<file path="src/rtl/mdu_seq_pkg.sv">
// Shared core definitions: ALU/MDU op-code space, MDU FSM states and op decode.
// Divide support is compiled in only when MDU_DIV_EN is defined; XLEN is a global macro.
`ifndef XLEN
`define XLEN 32
`endif

package mdu_seq_pkg;

    localparam int XLEN  = `XLEN;
    localparam int CNT_W = $clog2(XLEN);

    typedef logic [7:0] op_t;

    // ALU_* codes occupy 0x00-0x1F; MDU_* codes start at 0x20 so the two never overlap.
    localparam op_t ALU_OP_LAST = 8'h1F;
    localparam op_t MDU_MUL     = 8'h20;
    localparam op_t MDU_MULH    = 8'h21;
    localparam op_t MDU_MULHSU  = 8'h22;
    localparam op_t MDU_MULHU   = 8'h23;
    localparam op_t MDU_DIV     = 8'h24;
    localparam op_t MDU_DIVU    = 8'h25;
    localparam op_t MDU_REM     = 8'h26;
    localparam op_t MDU_REMU    = 8'h27;

    typedef enum logic {
        ST_IDLE = 1'b0,
        ST_CALC = 1'b1
    } state_t;

    typedef struct packed {
        logic ok;    // op belongs to this unit and is built in
        logic hi;    // return upper product half
        logic sa;    // a is signed
        logic sb;    // b is signed
`ifdef MDU_DIV_EN
        logic div;
        logic rem;
`endif
    } dec_t;

    function automatic dec_t mdu_decode(input op_t op);
        dec_t d;
        d = '0;
        case (op)
            MDU_MUL:    d.ok = 1'b1;
            MDU_MULH:   begin d.ok = 1'b1; d.hi = 1'b1; d.sa = 1'b1; d.sb = 1'b1; end
            MDU_MULHSU: begin d.ok = 1'b1; d.hi = 1'b1; d.sa = 1'b1; end
            MDU_MULHU:  begin d.ok = 1'b1; d.hi = 1'b1; end
`ifdef MDU_DIV_EN
            MDU_DIV:    begin d.ok = 1'b1; d.div = 1'b1; d.sa = 1'b1; d.sb = 1'b1; end
            MDU_DIVU:   begin d.ok = 1'b1; d.div = 1'b1; end
            MDU_REM:    begin d.ok = 1'b1; d.div = 1'b1; d.rem = 1'b1; d.sa = 1'b1; d.sb = 1'b1; end
            MDU_REMU:   begin d.ok = 1'b1; d.div = 1'b1; d.rem = 1'b1; end
`endif
            default:    d = '0;
        endcase
        return d;
    endfunction

endpackage

</file>
<file path="src/rtl/mdu_iter.sv">
// One-bit iteration step: shift-add multiply, and restoring divide when MDU_DIV_EN is defined.
// hi:lo is the double-width product/remainder:quotient register pair, m the magnitude operand.
module mdu_iter
    import mdu_seq_pkg::*;
(
    input  logic [XLEN-1:0] hi,
    input  logic [XLEN-1:0] lo,
    input  logic [XLEN-1:0] m,
`ifdef MDU_DIV_EN
    input  logic            div,
`endif
    output logic [XLEN-1:0] hi_nxt,
    output logic [XLEN-1:0] lo_nxt
);

    logic [XLEN:0] sum;
`ifdef MDU_DIV_EN
    logic [XLEN:0]   shifted;
    logic [XLEN-1:0] diff;
`endif

    // NOTE: every output gets a default at the top of always_comb so no path can infer a latch.
    always_comb begin
        // Multiplier bits are consumed from lo[0]; product bits shift into lo from the top.
        sum    = {1'b0, hi} + (lo[0] ? {1'b0, m} : '0);
        hi_nxt = sum[XLEN:1];
        lo_nxt = {sum[0], lo[XLEN-1:1]};
`ifdef MDU_DIV_EN
        shifted = {hi, lo[XLEN-1]};
        diff    = shifted[XLEN-1:0] - m;
        if (div) begin
            if (shifted >= {1'b0, m}) begin
                hi_nxt = diff;
                lo_nxt = {lo[XLEN-2:0], 1'b1};
            end else begin
                hi_nxt = shifted[XLEN-1:0];
                lo_nxt = {lo[XLEN-2:0], 1'b0};
            end
        end
`endif
    end

endmodule

</file>
<file path="src/rtl/mdu_seq.sv">
// Sequential multiply/divide unit (RISC-V M): IDLE/CALC FSM, operand capture and sign handling.
// Divide ops exist only when MDU_DIV_EN is defined; otherwise they behave as unsupported ops.
module mdu_seq
    import mdu_seq_pkg::*;
(
    input  logic            clk,
    input  logic            rst,
    input  logic            req,
    input  logic [7:0]      op,
    input  logic [XLEN-1:0] a,
    input  logic [XLEN-1:0] b,
    output logic [XLEN-1:0] r,
    output logic            bsy
);

    state_t           state, state_nxt;
    dec_t             dec;
    logic [CNT_W-1:0] cnt;
    logic [XLEN-1:0]  hi, lo, m, hi_nxt, lo_nxt;
    logic [XLEN-1:0]  abs_a, abs_b, res;
    logic [2*XLEN-1:0] prod;
    logic             a_neg_in, b_neg_in, a_neg, b_neg, hi_sel, last;
`ifdef MDU_DIV_EN
    logic             div_sel, rem_sel;
`endif

    assign dec      = mdu_decode(op);
    assign a_neg_in = dec.sa & a[XLEN-1];
    assign b_neg_in = dec.sb & b[XLEN-1];
    assign abs_a    = a_neg_in ? (~a + 1'b1) : a;
    assign abs_b    = b_neg_in ? (~b + 1'b1) : b;
    assign last     = (cnt == CNT_W'(XLEN - 1));
    assign bsy      = req | (state == ST_CALC);

    mdu_iter u_iter (
        .hi     (hi),
        .lo     (lo),
        .m      (m),
`ifdef MDU_DIV_EN
        .div    (div_sel),
`endif
        .hi_nxt (hi_nxt),
        .lo_nxt (lo_nxt)
    );

    always_comb begin
        state_nxt = state;
        case (state)
            ST_IDLE: if (req && dec.ok) state_nxt = ST_CALC;
            ST_CALC: if (last)          state_nxt = ST_IDLE;
            default:                    state_nxt = ST_IDLE;
        endcase
    end

    // Sign correction is applied to the step output so the last CALC cycle can load r directly.
    always_comb begin
        prod = {hi_nxt, lo_nxt};
        if (a_neg ^ b_neg) prod = ~prod + 1'b1;
        res = hi_sel ? prod[2*XLEN-1:XLEN] : prod[XLEN-1:0];
`ifdef MDU_DIV_EN
        if (div_sel) begin
            // A zero divisor yields all-ones quotient bits and |a| as remainder; only the
            // quotient sign fix must be skipped. MIN/-1 falls out of the magnitude path.
            if (rem_sel)        res = a_neg ? (~hi_nxt + 1'b1) : hi_nxt;
            else if (m == '0)   res = '1;
            else                res = (a_neg ^ b_neg) ? (~lo_nxt + 1'b1) : lo_nxt;
        end
`endif
    end

    // NOTE: state registers use non-blocking assignments so every flop samples pre-edge values.
    always_ff @(posedge clk or posedge rst) begin
        if (rst) begin
            state  <= ST_IDLE;
            cnt    <= '0;
            hi     <= '0;
            lo     <= '0;
            m      <= '0;
            a_neg  <= 1'b0;
            b_neg  <= 1'b0;
            hi_sel <= 1'b0;
`ifdef MDU_DIV_EN
            div_sel <= 1'b0;
            rem_sel <= 1'b0;
`endif
            r      <= '0;
        end else begin
            state <= state_nxt;
            if (state == ST_IDLE) begin
                if (req && dec.ok) begin
                    cnt    <= '0;
                    hi     <= '0;
                    lo     <= abs_b;
                    m      <= abs_a;
                    a_neg  <= a_neg_in;
                    b_neg  <= b_neg_in;
                    hi_sel <= dec.hi;
`ifdef MDU_DIV_EN
                    div_sel <= dec.div;
                    rem_sel <= dec.rem;
                    if (dec.div) begin
                        lo <= abs_a;
                        m  <= abs_b;
                    end
`endif
                end else if (req) begin
                    r <= '0;
                end
            end else begin
                hi  <= hi_nxt;
                lo  <= lo_nxt;
                cnt <= cnt + 1'b1;
                if (last) r <= res;
            end
        end
    end

endmodule

</file>
<file path="config.mk">
export PLATFORM = sky130hd
export DESIGN_NAME = mdu_seq
export DESIGN_NICKNAME = d
export VERILOG_FILES = /design/src/rtl/mdu_seq_pkg.sv /design/src/rtl/mdu_iter.sv /design/src/rtl/mdu_seq.sv
export SDC_FILE = /design/constraint.sdc
export NUM_CORES = 1
export LEC_CHECK = 0
export ABC_AREA = 1
export CORE_UTILIZATION = 61
export CTS_BUF_LIST = sky130_fd_sc_hd__clkbuf_4
export DETAILED_ROUTE_END_ITERATION = 16
export PLACE_DENSITY = 0.92
export SYNTH_ARGS = -nofsm -noshare
export SYNTH_HDL_FRONTEND = slang
export SYNTH_SLANG_ARGS = --single-unit
</file>
<file path="constraint.sdc">
create_clock -name clk -period 5.8 [get_ports clk]
set_clock_uncertainty 0.05 [all_clocks]
set_input_delay 1.45 -clock clk [delete_from_list [all_inputs] [get_ports clk]]
set_output_delay 1.45 -clock clk [all_outputs]
set_load 0.01 [all_outputs]
</file>
======== Yosys cells after proc, flatten, opt, wreduce, memory -nomap -nowiden ========
Index checks and enable logic that the tools add are counted.
word-level totals
  bits in registers ....................... 137
  logic and storage cells ................. 59
operators by class
  add/subtract/negate cells ............... 5
  eq/ne operators ......................... 7
  multiplexer cells ....................... 22
  bitwise gates (word level) .............. 8
  reduce and logical (&&, ||, !) cells .... 8
operators with widths
  operator                 count
  $mux W32                 12
  $add A32 B1 Y32 const B  2
  $add A64 B1 Y64 const B  1
  $mux W64                 1
  $not A32 Y32             2
  $not A64 Y64             1
  $add A32 B33 Y33         1
  $eq A8 B6 Y1 const B     4
  $mux W5                  2
  $mux W1                  6
  $add A5 B1 Y5 const B    1
  $eq A5 B5 Y1 const B     1
  $reduce_bool A2 Y1       2
  $reduce_or A4 Y1         1
  $reduce_and A3 Y1        1
  $reduce_or A3 Y1         1
  $and A1 B1 Y1            2
  $ne A2 B1 Y1 const B     1
  $ne A2 B2 Y1 const B     1
  $pmux W1 S2              1
  $reduce_and A2 Y1        1
  $reduce_or A2 Y1         1
  $logic_and A1 B1 Y1      1
  $not A1 Y1               1
  2 further kinds          2

======== Logic depth before layout (Yosys ltp) ========
  depth after elaboration ................. 8
  mapped depth ............................ 26
  gate-level depth less buffers ........... 24

======== Hierarchy ========
Synthesis repeated with hierarchy kept, for this count alone.
second synthesis, totals
  cells, all modules ...................... 2094
  area total of the unflattened synthesis .. 12378.1 um2
by module, submodules not included
  module    times used  cells an instance  area an instance (um2)
  mdu_seq   1           1491               9507.9
  mdu_iter  1           603                2870.3

======== Worst setup path before layout ========
Ideal clock, no wire load.
  path kind ............................... input to register
  start point ............................. input port a[1]
  end point ............................... register m[28]
  library setup time ...................... 0.118 ns
  arrival ................................. 3.054 ns
  required time ........................... 5.632 ns
  path slack .............................. 2.578 ns
  cell stages on the path ................. 14
  cells stage by stage .................... inv_1 > ha_1 > nand3_1 > nor2_1 > nand4_1 > nor2_1 > nand4_1 > nand2_1 > nand2_1 > nor2_1 > o21ai_0 > or2_1 > nand3_1 > nand2_1
between the ends
  word-level cells in the longest chain between the ends .. 3
RTL lines
  element               line           RTL
  from (decl)           mdu_seq.sv:10  input logic [XLEN-1:0] a,
  $not A32 Y32          mdu_seq.sv:30  assign abs_a = a_neg_in ? (~a + 1'b1) : a;
  $add A32 B1 Y32       mdu_seq.sv:30
  $mux W32              mdu_seq.sv:30
  to (signal assigned)  mdu_seq.sv:94  m <= abs_a;
  to (decl)             mdu_seq.sv:19  logic [XLEN-1:0] hi, lo, m, hi_nxt, lo_nxt;
No other way between the ends.
A chain may end at the register's enable or synchronous reset.

======== Worst setup path after layout ========
  start point ............................. input port req
  end point ............................... output port bsy
between the ends
  word-level cells in the longest chain between the ends .. 1
RTL lines
  element       line           RTL
  from (decl)   mdu_seq.sv:8   input logic req,
  $or A1 B1 Y1  mdu_seq.sv:33  assign bsy = req | (state == ST_CALC);
  to (decl)     mdu_seq.sv:13  output logic bsy
No other way between the ends.

==> results.toml <==
[detailed_routing]
wl_per_cell_um = 16.1
top_layer = "met4"
routed_wl_um = 37000
dr_total_vias = 13287
vias_per_cell = 5.77
drtPass1Iterations = 7
met1_length_um = 15800
wl_met2_um = 16100
drc = 0
postRouteAntennaNets = 0
route.met3.wl_um = 3800
drtIter0Drc = 1317

[worst_hold_path]
hold_depth = 2
hp-class = "reg -> reg"
min_to = "r[9]"
min_from = "r[9]"

[power_and_ir_drop]
ir_drop_v = 0.000209
power.leakage_nw = 7.14
totalPowerFinal_mw = 4.29
power.density_nw_per_um2 = 316

[grt]
grt.total_usage_pct = 38.1
grt_max_degree = 102
grt_pass1_wl_um = 60000
antenna_found_initial = 2
grt_pass1_vias = 12098
grt_overflow = 0

[clock_tree]
cts_tree = "done"
numCtsBuffers = 17
clock_latency_ns = 0.59
htreeDepth = 4
cts_setup_buffers = 0
cts-root-buf = "clkbuf_4"
clk_path_buf_depth = 2
path_clk_slew_ns = 0.13
hold_buffers = 0
cts_resized = 0
cts.sinks = 137

[final_layout]
drive_above_1_share_pct = 6.33
area_growth_pct = 12.8
stdcell_count = 2301
utilization_pct = 71.3
nets = 2140
postLayoutCellArea_um2 = 13600

[timing]
hold_viol = 0
final-setup-viol-count = 0
max_slew_margin_pct = 31.1
fmax_ghz = 0.246
fin_ws_ns = 1.74
worst_slew_pin_slew_ns = 1.03
finalCriticalPeriod_ns = 4.06
rsz0062_at_grt = "no"
period_share_pct = 70.0
whs_ns = 0.450
final-max-slew-violation-count = 0
tns_ns = 0

[placement]
port_buffers = 107
place_hpwl_um = 28900
place_ws_ns = 1.53
place_area_um2 = 13300
place.gp.congestion = 0.986
dp_cells = 2268

[setup_path]
r2r-start = "lo[0]"
critPathKind = "in -> out"
r2r_slack_ns = 1.95
critPathMaxFanout = 3
worstPathRequired_ns = 4.30
crit_path_start = "req"
start_kind = "primary input"
end_kind = "primary output"
r2r_cells = 18
arrival_ns = 2.56
regToRegEndpoint = "r[17]"

[floorplan]
start_util_pct = 63.1
die_w_um = 142
ioPinCount = 108
dieArea_um2 = 20200
die_y_um = 142
num_rows = 50
core_area_um2 = 19000

[synthesis]
syn_inst = 1949
synthAdderAreaFrac_pct = 4.02
syn_nets = 2062
synth_top_family_by_area = "simple AND/OR/NAND/NOR gates"
synth_xor_area_share_pct = 2.77
synth.area.mux_share_pct = 0
seq_area_frac_synth_pct = 28.6
ys_ff_latch = 137
synth_compound_area_share_pct = 13.3
syn_area_um2 = 12000
yosys_warnings = 0
avgSynthCellArea_um2 = 6.16
yosys.cell_types.count = 52
synth-simple-area-share_pct = 40.2

[status]
status = "finished, final reports clean"

[run]
max-cap-violations = 0
[metal layers]
metal  vias up  GRT usage, %
met3        91          9.45
li1       6394             -
met4         0          15.0
met2       686          58.3
met5         -             0
met1      6116          51.7
[state kept, by name (all words and copies together), names as in the netlist]
| name | count |
|---|---|
| state | 1 |
| lo | 32 |
| m | 32 |
| hi_sel | 1 |
| r | 32 |
| cnt | 5 |
| hi | 32 |
| a_neg | 1 |
| b_neg | 1 |
[layout make-up]
class                      instances  area [µm²]
fill                            1716        5470
multi-input combinational       1458        7250
clock inverter                    12         149
sequential                       137        3430
inverter                         297        1120
tap                              260         325
timing repair buffer             116        1140
clock buffer                      18         135
antenna                            3        7.51
[critical path: stages]
cell and delay (ns):
clkdlybuf4s50_1 0.45, inv_1 0.06, nand2_1 0.07, clkdlybuf4s50_1 0.53
[cell usage in the layout (no fill, tap or decap), drive strengths merged, types with 3 or more instances in the layout]
cell type | synthesis | routed
nor2 | 207 | 207
xor2 | 27 | 27
nand4 | 30 | 30
nand3 | 149 | 149
o221ai | 30 | 30
o31ai | 5 | 5
dfrtp | 137 | 137
bufinv | 0 | 3
clkinv | 4 | 9
clkbuf | 46 | 18
and3 | 3 | 3
and2 | 4 | 4
diode | 0 | 3
nand3b | 7 | 7
ha | 37 | 37
o21ai | 135 | 135
a32o | 6 | 6
clkdlybuf4s50 | 0 | 107
nor3 | 24 | 24
inv | 293 | 296
xnor2 | 11 | 11
a21oi | 70 | 70
buf | 11 | 9
or2 | 5 | 5
o211ai | 7 | 7
a31oi | 7 | 7
nand2 | 678 | 678
[cell usage after synthesis (all sizes together)]
master	number	area share (%)
fa	1	0.17
a31oi	7	0.36
o41ai	1	0.073
a21boi	1	0.063
or2	5	0.26
a32o	6	0.50
a21oi	70	3.0
ha	37	3.9
nand4	30	1.6
dfrtp	137	29
and3	3	0.16
nand3	149	6.7
xor2	27	2.0
nor4	2	0.10
o311ai	1	0.073
o21ai	135	5.7
o22ai	1	0.052
and2	4	0.22
o21bai	1	0.063
o211ai	7	0.44
nand3b	7	0.47
nor2	207	7.5
buf	11	0.46
o31ai	5	0.31
nor3	24	1.2
clkbuf	46	1.4
a221o	2	0.17
a22o	2	0.15
nand2	678	22
inv	293	9.2
a21o	2	0.13
xnor2	11	0.80
nor3b	2	0.13
clkinv	4	0.13
o221ai	30	2.2
[cell families (layout without fill, tap and decap cells)]
family | after synthesis | after routing
other | 0 | 3
flip-flops | 137 | 137
XOR/XNOR | 38 | 38
AO/OA/AOI/OAI | 271 | 271
buffers and inverters | 354 | 443
adder cells (fa/ha/maj) | 38 | 38
AND/OR/NAND/NOR | 1111 | 1111
[how the worst max path moves through the flow]
stage	to	slack, ns	depth (start not counted)
3_5_place_dp	m[28]	1.53	15
6_report	bsy	1.74	4
4_1_cts	bsy	1.74	4
3_3_place_gp	m[28]	1.68	15
2_1_floorplan	a_neg	0.63	1
5_1_grt	r[19]	1.55	19
[report_power, final]
part / internal, mW / switching [mW] / leakage (nW)
logic: 0.704 / 1.50 / 5.15
clock network: 0.298 / 0.391 / 0.152
registers: 1.17 / 0.230 / 1.84
total: 2.17 / 2.12 / 7.14
No activity file was read; power rests on OpenSTA's default activity.
